[config.mk]
export PLATFORM = sky130hd
export DESIGN_NAME = ifu_inst_buffer
export DESIGN_NICKNAME = d
export VERILOG_FILES = /design/src/rtl/ifu_inst_buffer.sv
export SDC_FILE = /design/constraint.sdc
export NUM_CORES = 1
export LEC_CHECK = 0
export BUFFER_PORTS_ARGS = -buffer_cell sky130_fd_sc_hd__buf_2
export CAP_MARGIN = 20
export CORE_ASPECT_RATIO = 1.75
export CORE_MARGIN = 4
export CORE_UTILIZATION = 40
export CTS_BUF_LIST = sky130_fd_sc_hd__clkbuf_4 sky130_fd_sc_hd__clkbuf_8
export CTS_CLUSTER_DIAMETER = 200
export CTS_CLUSTER_SIZE = 12
export DETAILED_ROUTE_END_ITERATION = 16
export SYNTH_ARGS = -nofsm -noshare
export SYNTH_HDL_FRONTEND = slang
export SYNTH_SLANG_ARGS = --single-unit
[constraint.sdc]
create_clock -name clk -period 20 [get_ports clk]
set_clock_uncertainty 0.15 [all_clocks]
set_input_delay 0 -clock clk [delete_from_list [all_inputs] [get_ports clk]]
set_output_delay 0 -clock clk [all_outputs]
set_load 0.01 [all_outputs]
[src/rtl/ifu_inst_buffer.sv]
// ---------------------------------------------------------------------------
// ifu_inst_buffer
//
// Instruction prefetch buffer between the fetch unit and decode. Fetched
// instruction/address pairs are queued in a small circular FIFO. The head
// entry is presented to decode as inst_o / inst_addr_o. A control-flow flush
// drops every queued entry and also drops the push offered in the same cycle.
//
// Configuration macro:
//   IBUF_BYPASS_EN - When defined, an empty buffer forwards the offered push
//                    straight to the outputs in the same cycle. If decode is
//                    not stalled, the instruction is consumed without being
//                    written. When undefined, the latency is a strict one
//                    cycle and there is no combinational push->inst path.
//
// Parameters:
//   DEPTH  - number of entries (a power of two, at least 2)
//   INST_W - instruction width
//   ADDR_W - instruction address width
//
// Ports:
//   clk, rst_n    - core clock, asynchronous active-low reset
//   flush_i       - discard all entries and the same-cycle push
//   stall_i       - decode hold; the head entry is not consumed
//   push_valid_i  - fetch data valid
//   push_ready_o  - buffer can accept a push (registered state only)
//   push_inst_i   - fetched instruction
//   push_addr_i   - fetched instruction address
//   inst_valid_o  - head entry valid toward decode
//   inst_o        - head instruction, or NOP (addi x0,x0,0) when not valid
//   inst_addr_o   - head address, or 0 when not valid
//   count_o       - current occupancy, 0..DEPTH
// ---------------------------------------------------------------------------
module ifu_inst_buffer #(
  parameter int DEPTH  = 4,
  parameter int INST_W = 32,
  parameter int ADDR_W = 32
) (
  input  logic                     clk,
  input  logic                     rst_n,
  input  logic                     flush_i,
  input  logic                     stall_i,
  input  logic                     push_valid_i,
  output logic                     push_ready_o,
  input  logic [INST_W-1:0]        push_inst_i,
  input  logic [ADDR_W-1:0]        push_addr_i,
  output logic                     inst_valid_o,
  output logic [INST_W-1:0]        inst_o,
  output logic [ADDR_W-1:0]        inst_addr_o,
  output logic [$clog2(DEPTH):0]   count_o
);

  localparam int AW = $clog2(DEPTH);
  localparam int PW = AW + 1;
  localparam logic [INST_W-1:0] NOP_INST = INST_W'(32'h0000_0013);

  if ((DEPTH < 2) || ((DEPTH & (DEPTH - 1)) != 0)) begin : g_bad_depth
    $error("ifu_inst_buffer: DEPTH must be a power of two and at least 2");
  end

  // Pointers carry one extra wrap bit so that full and empty can be told apart.
  logic [PW-1:0]     wr_ptr_reg, wr_ptr_next;
  logic [PW-1:0]     rd_ptr_reg, rd_ptr_next;
  logic [INST_W-1:0] inst_mem [DEPTH];
  logic [ADDR_W-1:0] addr_mem [DEPTH];

  logic [AW-1:0] wr_idx;
  logic [AW-1:0] rd_idx;
  logic          empty;
  logic          full;
  logic          push_fire;
  logic          pop_fire;

  assign wr_idx = wr_ptr_reg[AW-1:0];
  assign rd_idx = rd_ptr_reg[AW-1:0];
  assign empty  = (wr_ptr_reg == rd_ptr_reg);
  assign full   = (wr_idx == rd_idx) && (wr_ptr_reg[AW] != rd_ptr_reg[AW]);

  // Ready is based only on registered state. A pop in this cycle does not
  // open a slot until the next cycle, so there is no ready->valid loop back
  // into fetch.
  assign push_ready_o = !full;
  assign count_o      = wr_ptr_reg - rd_ptr_reg;

`ifdef IBUF_BYPASS_EN
  logic bypass_hit;

  assign bypass_hit = empty && push_valid_i && !flush_i;

  // A bypassed instruction taken directly by decode never enters the array.
  // If decode is stalled, it is stored normally and stays at the head.
  assign push_fire = push_valid_i && !full && !flush_i && !(bypass_hit && !stall_i);
  assign pop_fire  = !empty && !stall_i && !flush_i;

  always_comb begin
    inst_valid_o = 1'b0;
    inst_o       = NOP_INST;
    inst_addr_o  = '0;
    if (!empty) begin
      inst_valid_o = 1'b1;
      inst_o       = inst_mem[rd_idx];
      inst_addr_o  = addr_mem[rd_idx];
    end else if (bypass_hit) begin
      inst_valid_o = 1'b1;
      inst_o       = push_inst_i;
      inst_addr_o  = push_addr_i;
    end
  end
`else
  assign push_fire = push_valid_i && !full && !flush_i;
  assign pop_fire  = !empty && !stall_i && !flush_i;

  always_comb begin
    inst_valid_o = 1'b0;
    inst_o       = NOP_INST;
    inst_addr_o  = '0;
    if (!empty) begin
      inst_valid_o = 1'b1;
      inst_o       = inst_mem[rd_idx];
      inst_addr_o  = addr_mem[rd_idx];
    end
  end
`endif

  // A flush overrides any push or pop in the same cycle and returns both
  // pointers to the origin.
  always_comb begin
    wr_ptr_next = wr_ptr_reg + PW'(push_fire);
    rd_ptr_next = rd_ptr_reg + PW'(pop_fire);
    if (flush_i) begin
      wr_ptr_next = '0;
      rd_ptr_next = '0;
    end
  end

  always_ff @(posedge clk or negedge rst_n) begin
    if (!rst_n) begin
      wr_ptr_reg <= '0;
      rd_ptr_reg <= '0;
    end else begin
      wr_ptr_reg <= wr_ptr_next;
      rd_ptr_reg <= rd_ptr_next;
    end
  end

  // The storage array is not reset, because its contents are only read
  // behind a valid pointer.
  always_ff @(posedge clk) begin
    if (push_fire) begin
      inst_mem[wr_idx] <= push_inst_i;
      addr_mem[wr_idx] <= push_addr_i;
    end
  end

endmodule

# Word-level counts from Yosys, hierarchy flattened
# Memories as Yosys holds them, arrays and structs flattened.
# Index checks and enable logic that the tools add are counted.
[op_classes]
add_sub_neg = 3
eq_ne = 3
n_mux = 7
n_reduce_logical = 9
[op_table]
columns = ["operator", "n"]
rows = [
  ["$mux 32", 2],
  ["$add 3x1->3", 2],
  ["$mux 3", 2],
  ["$logic_and 1x1->1", 5],
  ["$logic_not 1->1", 4],
  ["$eq 3x3->1", 1],
  ["$mux 1", 3],
  ["$sub 3x3->3", 1],
  ["$eq 2x2->1", 1],
  ["$ne 1x1->1", 1],
]
[totals]
register_bits = 6
mem_bits_rw = 256
in_bits = 69
out_inout_bits = 69
elab_cells = 26
n_memories = 2
[memory_table]
columns = ["name", "depth", "width", "rd", "rd_ports_with_merged_regs", "wr", "line", "rtl"]
rows = [
  ["addr_mem", 4, 32, 1, 0, 1, "65", "logic [ADDR_W-1:0] addr_mem [DEPTH];"],
  ["inst_mem", 4, 32, 1, 0, 1, "64", "logic [INST_W-1:0] inst_mem [DEPTH];"],
]

# Logic depth before layout (Yosys ltp)
# Gate-level depths: netlist (run 1).
[logic_depth]
ltp_word = 7
depth_mapped = 12
ltp_nobuf = 8

# Worst setup path before layout (run 1)
# No wires, ideal clock.
[synth_path]
path_type = "reg2reg"
from = "reg rd_ptr_reg[1]"
to = "mem addr_mem[2][0] (enable)"
arrival_ps = 11553
required_time_ps = 19023
setup_slack_ps = 7470
stages_incl_launch_ff = 9
n_path_buf = 4
synth_period_minus_slack_ps = 12530
cell_sequence = "dfrtp_1 > buf_2 > buf_2 > inv_1 > ha_1 > and2_1 > buf_2 > buf_2 > a2111oi_0"
[synth_via]
elab_chain_len = 7
[synth_rtl]
columns = ["element", "line", "rtl"]
rows = [
  ["start, declared", "63", "logic [PW-1:0] rd_ptr_reg, rd_ptr_next;"],
  ["start signal, assigned", "142", "rd_ptr_reg <= rd_ptr_next;"],
  ["$eq 2x2->1", "77", "assign full = (wr_idx == rd_idx) && (wr_ptr_reg[AW] != rd_ptr_reg[AW]);"],
  ["$logic_and 1x1->1", "77", ""],
  ["$logic_not 1->1", "110", "assign push_fire = push_valid_i && !full && !flush_i;"],
  ["$logic_and 1x1->1 (2 in a row)", "110", ""],
  ["$mux 1", "149", "if (push_fire) begin"],
  ["$mux 1 (implied by the code)", "151", "addr_mem[wr_idx] <= push_addr_i;"],
  ["end, declared", "65", ""],
]
# No other way between the ends.

# Worst setup path in the final report (run 1)
[layout_path]
from = "reg rd_ptr_reg[1]"
to = "reg rd_ptr_reg[1]"
[layout_via]
elab_chain_len = 6
[layout_rtl]
columns = ["element", "line", "rtl"]
rows = [
  ["$eq 3x3->1", "76", "assign empty = (wr_ptr_reg == rd_ptr_reg);"],
  ["$logic_not 1->1", "n/a", ""],
  ["$logic_and 1x1->1 (2 in a row)", "111", "assign pop_fire = !empty && !stall_i && !flush_i;"],
  ["$add 3x1->3 (*)", "129", "rd_ptr_next = rd_ptr_reg + PW'(pop_fire);"],
  ["$mux 3 (*)", "130", "if (flush_i) begin"],
  ["named net rd_ptr_next[1]", "63", ""],
]
# The timed path passes the listed nets; every way through them passes the cells marked *.

==> impl_metrics.csv, run 1 <==
group,metric,value,unit
logic_synthesis,syn_nets,528,
layout,fin_area,0.01254,sq mm
clock_tree,cts_sinks,262,
drt,wl,21660,microns
logic_synthesis,synth_top_area_share,74.52,%
global_route,track_usage,15.39,%
logic_synthesis,synthDominantAreaCellType,"edfxtp_1",
critical_path,critPathCaptureType,"flop",
clock_tree,clk_path_buf_depth,3,
logic_synthesis,yosysSeqAreaShare,75.97,%
placement,finalWeightedCongestion,0.7094,
sta,slew_headroom,32.43,%
global_route,grt_max_degree,68,
drt,antenna_left,0,
layout,reg_top3,"addr_mem x128, inst_mem x128",
sta,rsz0062_at_grt,"no",
pwr,p_leak,4.357,nW
layout,fillers,2082,
sta,timing.hold.ws,0.04215,ns
clock_tree,ctsResizeCount,0,
logic_synthesis,syn_inst,452,
layout,area_growth,21.60,%
clock_tree,cts_tree,"done",
global_route,grt_pass1_wl,33290,microns
logic_synthesis,ys_warn_count,0,
die,die_area,0.02852,sq mm
sta,worst_pin_slew,1.014,ns
clock_tree,cts-root-buf,"clkbuf_8",
logic_synthesis,async_flop_share,2.290,%
global_route,grt-ovfl-total,0,
flow_run,cap_violations,0,
logic_synthesis,synth_edf_count,256,
placement,dpl_cell_area,0.01135,sq mm
logic_synthesis,synthFlopType,"edfxtp_1",
clock_tree,insertion_delay,0.56,ns
sta,setup-tns-final,0,ns
drt,drt-pass1-iter-count,4,
sta,fin_crit,4.169,ns
die,fp.dieH,220.4,microns
global_route,antenna_found_initial,0,
logic_synthesis,synth_most_common_cell,"edfxtp_1",
sta,max_freq,239.8,MHz
logic_synthesis,ys_seq_elements,262,
logic_synthesis,netlist_area,0.01032,sq mm
drt,drtIter0Drc,333,
sta,finalHoldViolCount,0,
critical_path,cp_data_arrival_time,4.45,ns
critical_path,critical_path.startpoint_type,"flop",
die,initial_utilization,40.71,%
die,die_w,129.4,microns
critical_path,worstPathRequired,20.28,ns
layout,nNetsFinal,743,
die,placementRows,77,
sta,setup_viol,0,
logic_synthesis,synth_commonest_cells,"256 x edfxtp_1, 59 x a21boi_0, 33 x mux4_1, 31 x mux4_2, 13 x clkbuf_1",
critical_path,cp_max_fo,67,
layout,antenna_cells,0,
critical_path,path_class,"flop to flop",
global_route,grt_pass1_vias,5769,
logic_synthesis,avgSynthCellArea,22.82,sq um
die,core,0.02534,sq mm
run_status,status,"finished, final reports clean",
clock_tree,cts_buffers,25,
die,ios,138,
sta,drv_slew,0,
placement,dpl.hpwl,13330,microns
logic_synthesis,synth_cell_types,24,
drt,viasPerCell,5.224,
layout,utilization,49.51,%
drt,via_count,5234,
layout,drive_above_1_share,33.97,%
drt,wire_per_inst,21.61,microns
sta,min_period_over_period,20.85,%
drt,drc,0,
critical_path,reg2reg_slack,15.83,ns
pwr,power.density,83.21,mW/mm^2
placement,io_buffers,137,
min_path,min_path_type,"input port to flop",
pwr,ir_drop,0.05736,mV
clock_tree,clk_pin_slew,0.08,ns
clock_tree,htree_levels,1,
logic_synthesis,synth_area_leaders,"edfxtp_1 75%, mux4_1 8.4%, mux4_2 6.8%, a21boi_0 4.3%, dfrtp_1 1.5%",
[critical path, cell delays in order (launching register included)]
cell,delay [ns]
dfrtp_4,1.09
inv_1,0.11
ha_1,0.31
and2_2,0.48
buf_4,0.53
a211oi_1,0.18
ha_1,0.24
ha_1,0.26
nor2b_1,0.12
dlygate4sd3_1,0.56
[final timing paths]
check,start,depth (start not counted),to
setup / recovery,rd_ptr_reg[1],9,rd_ptr_reg[1]
hold / removal,push_addr_i[14],2,addr_mem[3][14]
setup reg to reg,rd_ptr_reg[1],9,rd_ptr_reg[1]
min in group asynchronous,rst_n,3,wr_ptr_reg[2]
hold reg to reg,rd_ptr_reg[2],2,rd_ptr_reg[2]
max in group asynchronous,rst_n,3,rd_ptr_reg[0]
[layout make-up]
| class | count | area, sq um | area share (%) |
|---|---|---|---|
| clock buffers | 45 | 500.5 | 3.990 |
| clock inverters | 1 | 7.507 | 0.05984 |
| inverters | 5 | 18.77 | 0.1496 |
| multi-input cells | 156 | 2318 | 18.48 |
| flip-flops and latches | 262 | 7845 | 62.54 |
| well taps | 316 | 395.4 | 3.152 |
| repair buffers | 217 | 1459 | 11.63 |
[where the power goes]
part           internal, mW  total (mW)  switching [mW]
logic                0.0463      0.0989          0.0526
registers             0.614       0.619         0.00454
clock network         0.156       0.326           0.170
[logic make-up after synthesis]
| group | share of synthesized area, % |
|---|---|
| AO/OA/AOI/OAI | 5.118 |
| XOR/XNOR | 0.4245 |
| AND/OR/NAND/NOR | 0.5095 |
| buffers and inverters | 1.880 |
| multiplexers | 15.17 |
| adder cells (fa/ha/maj) | 0.9218 |
| flip-flops | 75.97 |
[layout by cell type, fill, tap and decap left out, types with 2 or more instances in the layout]
cell and instances:
a2111oi_2 4, a21boi_0 59, a21boi_1 2, a21o_1 3, buf_2 137, buf_4 11
clkbuf_4 19, clkbuf_8 26, dfrtp_1 4, dfrtp_4 2, dlygate4sd3_1 69, edfxtp_1 256
ha_1 6, inv_1 5, mux4_1 33, mux4_2 31, nand2_1 2, nor2_1 2
nor2b_1 4, xnor2_1 3
[routing by layer]
layer  vias to the layer above  wire length (microns)  track usage (%)
li1                       2338                      -                -
met2                       131                  11780            28.10
met5                         -                      0                0
met4                         0                    642            5.676
met1                      2729                   8278            18.19
met3                        36                    956            2.343
[timing repair]
action | in CTS | in global routing
hold buffers | 69 | 0
hold endpoints to repair | 268 | 0
buffers inserted | 0 | 0
[through the flow]
stage / setup WS [ns] / power, mW / std cells
global route: 15.56 / 1.089 / 1002
CTS: 15.79 / 1.059 / 1002
detailed placement: 16.34 / 0.7225 / 887
floorplan: 7.470 / 0.6835 / 452
finish: 15.83 / 1.044 / 1002
global placement: 16.45 / 0.7198 / 887
(Power assumes the default switching activity.)
==> run 2, diff against run 1 <==
clock period = 3.95 ns   (was 20 ns; I/O delays follow)
==> impl_metrics.csv, run 2 (same netlist as run 1, synthesis figures left out) <==
group,metric,value,unit
global_route,grt_pass1_vias,5789,
sta,setup-tns-final,0,ns
pwr,p_leak,4.370,nW
drt,via_count,5256,
die,fp.dieH,220.4,microns
sta,fin_crit,3.337,ns
clock_tree,clk_path_buf_depth,3,
clock_tree,cts_sinks,262,
clock_tree,cts_buffers,25,
critical_path,cp_slowest_stage_delay,0.69,ns
critical_path,cp_max_fo,38,
critical_path,critPathSlowestCell,"and2_2",
clock_tree,cts_tree,"done",
pwr,power.density,418.7,mW/mm^2
sta,finalHoldViolCount,0,
die,die_area,0.02852,sq mm
sta,min_period_over_period,84.48,%
layout,reg_top3,"addr_mem x128, inst_mem x128",
placement,finalWeightedCongestion,0.7038,
placement,io_buffers,137,
layout,utilization,49.80,%
run_status,status,"finished, final reports clean",
global_route,track_usage,15.77,%
critical_path,critical_path.startpoint_type,"flop",
drt,wl,21920,microns
placement,dpl.hpwl,13260,microns
clock_tree,htree_levels,1,
sta,slew_headroom,34.52,%
drt,viasPerCell,5.230,
clock_tree,cts-root-buf,"clkbuf_8",
min_path,min_path_type,"input port to flop",
sta,worst_pin_slew,0.9789,ns
global_route,grt_pass1_wl,33890,microns
sta,rsz0062_at_grt,"no",
clock_tree,ctsResizeCount,0,
critical_path,worstPathRequired,3.80,ns
drt,drc,0,
sta,max_freq,299.7,MHz
critical_path,critPathCaptureType,"output pin",
die,placementRows,77,
die,die_w,129.4,microns
layout,drive_above_1_share,34.35,%
drt,drt-pass1-iter-count,6,
sta,setup_viol,0,
critical_path,cp_data_arrival_time,3.19,ns
layout,fillers,2113,
layout,final_cell_mix,"256 x edfxtp_1, 137 x buf_2, 68 x dlygate4sd3_1, 59 x a21boi_0, 33 x mux4_1",
die,ios,138,
drt,antenna_left,0,
layout,final_common_cell,"edfxtp_1",
global_route,grt-ovfl-total,0,
flow_run,cap_violations,0,
pwr,ir_drop,0.3125,mV
clock_tree,insertion_delay,0.54,ns
die,core,0.02534,sq mm
critical_path,path_cells,"inv_1, ha_1, and2_2, buf_4, a21boi_0, buf_2",
sta,drv_slew,0,
global_route,antenna_found_initial,0,
layout,area.sequential,0.007845,sq mm
global_route,grt_max_degree,67,
layout,area_growth,22.30,%
clock_tree,clk_pin_slew,0.08,ns
layout,multi_input_area,0.002369,sq mm
die,initial_utilization,40.71,%
critical_path,path_class,"flop to output pin",
drt,wire_per_inst,21.81,microns
layout,nNetsFinal,745,
drt,drtIter0Drc,298,
==> run 2: cell types whose count changed in the layout (fill, tap and decap cells not counted), sizes merged <==
| cell | change |
|---|---|
| clkinvlp | -1 |
| diode | +2 |
| buf | +3 |
| dlygate4sd3 | -1 |
==> run 2: metrics by stage <==
step                cells  total power, mW  instance area, sq um  hold WS [ns]  setup WS, ns
finish               1005            5.283                 12620       0.05517        0.6132
CTS                  1003            5.364                 12610       0.01142        0.5443
detailed placement    890            3.665                 11430       -0.3112        0.8629
global route         1003            5.525                 12610       0.02889        0.4053
global placement      890            3.654                 11430       -0.3112        0.9228
floorplan             452            3.459                 10420       -0.4456       -0.2516
==> run 2: final timing paths <==
path | from | end | slack, ns | cells after the start
max | wr_ptr_reg[0] | inst_o[31] | 0.61 | 6
min | push_addr_i[8] | addr_mem[1][8] | 0.06 | 2
max reg2reg | wr_ptr_reg[0] | addr_mem[3][17] | 0.87 | 5
min reg2reg | rd_ptr_reg[2] | rd_ptr_reg[2] | 0.50 | 2
max in group asynchronous | rst_n | rd_ptr_reg[0] | 3.13 | 3
min in group asynchronous | rst_n | rd_ptr_reg[2] | 0.27 | 3
==> run 2: critical path: cells and delay by family (launching register included) <==
| kind | cells | cell delay (ns) |
|---|---|---|
| AOI/OAI and AO/OA | 1 | 0.23 |
| adders and majority gates | 1 | 0.34 |
| DFF | 1 | 0.48 |
| and+or+nand+nor | 1 | 0.69 |
| buffers and inverters | 3 | 0.88 |
==> run 2: area by class of cell <==
cell class / instances / area share [%]
flip-flops and latches: 262 / 62.18
diodes: 2 / 0.03967
inverters: 5 / 0.1488
multi-input cells: 156 / 18.77
well taps: 316 / 3.134
clock buffers: 45 / 3.967
repair buffers: 219 / 11.76
==> run 2: metal layers <==
layer,vias to the layer above,GRT usage (%),routed length [microns]
li1,2347,-,-
met1,2725,18.49,8365
met2,138,29.26,12060
met3,46,1.957,808
met4,0,5.886,683
met5,-,0,0
==> run 2: what timing repair did <==
item / 4_1_cts / 5_1_grt
hold endpoints to repair: 268 / 0
buffers inserted: 0 / 0
hold buffers: 68 / 0
==> run 2: report_power, final <==
group          internal (mW)  switching (mW)
logic                  0.237           0.283
registers               3.11          0.0136
clock network          0.790           0.848
==> run 3, diff against run 2 <==
clock period = 3 ns   (was 3.95 ns; I/O delays follow)
==> impl_metrics.csv, run 3 (same netlist as run 1, synthesis figures left out) <==
group,metric,value,unit
pwr,pwr-share-seq,60.6,%
global_route,grt_pass1_vias,5901,
critical_path,cp_max_fo,29,
placement,dpl.hpwl,13460,microns
sta,setup_viol,0,
die,core,0.02534,sq mm
pwr,p_sw,1.479,mW
drt,drtIter0Drc,296,
critical_path,crit_family,"buffers and inverters",
die,placementRows,77,
critical_path,rr_endpoint,"wr_ptr_reg[2]",
layout,area.sequential,0.007845,sq mm
layout,area_growth,22.35,%
sta,drv_slew,0,
clock_tree,cts_sinks,262,
layout,final_cell_mix,"256 x edfxtp_1, 137 x buf_2, 68 x dlygate4sd3_1, 58 x a21boi_0, 33 x mux4_1",
drt,viasPerCell,5.192,
sta,timing.hold.ws,0.05666,ns
sta,rsz0062_at_grt,"no",
critical_path,path_cells,"inv_1, ha_1, and2_2, buf_4, a21boi_0, buf_2",
sta,slew_headroom,36.39,%
clock_tree,cts_buffers,25,
layout,nNetsFinal,746,
layout,utilization,49.81,%
sta,fin_crit,2.813,ns
die,die_area,0.02852,sq mm
global_route,grt_max_degree,67,
die,ios,138,
global_route,grt-ovfl-total,0,
layout,multi_input_area,0.002369,sq mm
flow_run,cap_violations,0,
sta,min_period_over_period,93.75,%
critical_path,critPathSlowestCell,"dfrtp_1",
clock_tree,cts_tree,"done",
min_path,min_from,"push_addr_i[2]",
layout,reg_top3,"addr_mem x128, inst_mem x128",
critical_path,reg2reg_slack,0.29,ns
critical_path,worstPathRequired,2.85,ns
clock_tree,cts-root-buf,"clkbuf_8",
pwr,pwr-share-clk,29.2,%
pwr,p_leak,4.347,nW
global_route,track_usage,15.75,%
sta,max_freq,355.5,MHz
pwr,comb_power_share,10.2,%
drt,via_count,5166,
layout,final_common_cell,"edfxtp_1",
clock_tree,clk_path_buf_depth,3,
pwr,p_sw_share,21.77,%
drt,wl,21940,microns
min_path,min_path_type,"input port to flop",
layout,drive_above_1_share,33.48,%
pwr,ir_drop,0.3722,mV
layout,fillers,2083,
clock_tree,insertion_delay,0.54,ns
drt,wire_per_inst,22.05,microns
drt,antenna_left,0,
drt,drc,0,
critical_path,cp_data_arrival_time,2.66,ns
critical_path,critical_path.startpoint_type,"flop",
critical_path,path_class,"flop to output pin",
min_path,worstHoldEndpoint,"addr_mem[1][2]",
pwr,internal_power,5.316,mW
min_path,hold_path_depth,2,
placement,finalWeightedCongestion,0.7272,
clock_tree,htree_levels,1,
critical_path,rr_worst_depth,9,
critical_path,cp_slowest_stage_delay,0.48,ns
pwr,power.density,538.3,mW/mm^2
die,fp.dieH,220.4,microns
global_route,grt_pass1_wl,33820,microns
clock_tree,postCtsSetupRepairBufs,0,
run_status,status,"finished, final reports clean",
critical_path,critPathCaptureType,"output pin",
clock_tree,clk_pin_slew,0.08,ns
die,die_w,129.4,microns
critical_path,rr_startpoint,"wr_ptr_reg[0]",
sta,finalHoldViolCount,0,
global_route,antenna_found_initial,1,
placement,io_buffers,137,
die,initial_utilization,40.71,%
critical_path,timing.critical_path.buf_inv,3,
sta,worst_pin_slew,0.9541,ns
drt,drt-pass1-iter-count,6,
[run 3: through the flow]
step	TNS, ns	power (mW)	area [sq um]	cells	setup slack (ns)
5_1_grt	0	7.084	12620	995	0.007368
2_1_floorplan	-290.39	4.555	10420	452	-1.202
3_3_place_gp	0	4.818	11510	891	0.3619
6_report	0	6.795	12620	995	0.1874
3_5_place_dp	0	4.838	11510	891	0.3042
4_1_cts	0	6.890	12620	994	0.06645
[run 3: area by class of cell]
class,count,share of cell area [%]
antenna,1,0.01983
clock buffer,35,3.370
inverter,5,0.1487
multi-input combinational,156,18.76
sequential,262,62.15
tap,316,3.132
timing repair buffer,220,12.41
[run 3: timing repair]
item / in CTS / in global routing
endpoints found under the hold margin: 268 / 0
endpoints found under the setup margin: 0 / 1
resized for setup: 0 / 1
hold buffers: 68 / 0
[run 3: metal layers]
metal | vias up | part of all wire [%] | track usage, %
met5 | - | 0 | 0
met2 | 109 | 56 | 29.83
met4 | 0 | 1.7 | 4.555
li1 | 2339 | - | -
met3 | 23 | 3.7 | 2.005
met1 | 2695 | 39 | 18.45
[run 3: worst max-delay path by stage]
stage | start | endpoint | slack, ns | depth (start not counted)
detailed placement | wr_ptr_reg[0] | wr_ptr_reg[1] | 0.30 | 8
finish | wr_ptr_reg[0] | inst_addr_o[22] | 0.19 | 6
floorplan | rd_ptr_reg[1] | addr_mem[2][0] | -1.20 | 8
CTS | wr_ptr_reg[0] | inst_addr_o[4] | 0.07 | 6
global placement | wr_ptr_reg[0] | wr_ptr_reg[2] | 0.36 | 9
global route | wr_ptr_reg[0] | inst_addr_o[30] | 0.007 | 6
[run 3: worst reg2reg max path: cells and delay by family, from the launching register on]
kind / cells / cell delay, ns
adders and majority gates: 3 / 0.73
buffers and inverters: 2 / 0.58
xor gates and xnor gates: 1 / 0.17
DFF: 1 / 0.48
and+or+nand+nor: 2 / 0.37
AOI/OAI and AO/OA: 1 / 0.14
[run 3: power groups by stage]
stage,clock (mW),sequential (mW),combinational (mW)
CTS,2.06,4.12,0.712
detailed placement,0,4.20,0.639
global placement,0,4.19,0.625
global route,2.21,4.12,0.753
floorplan,0,4.20,0.357
finish,1.99,4.11,0.694
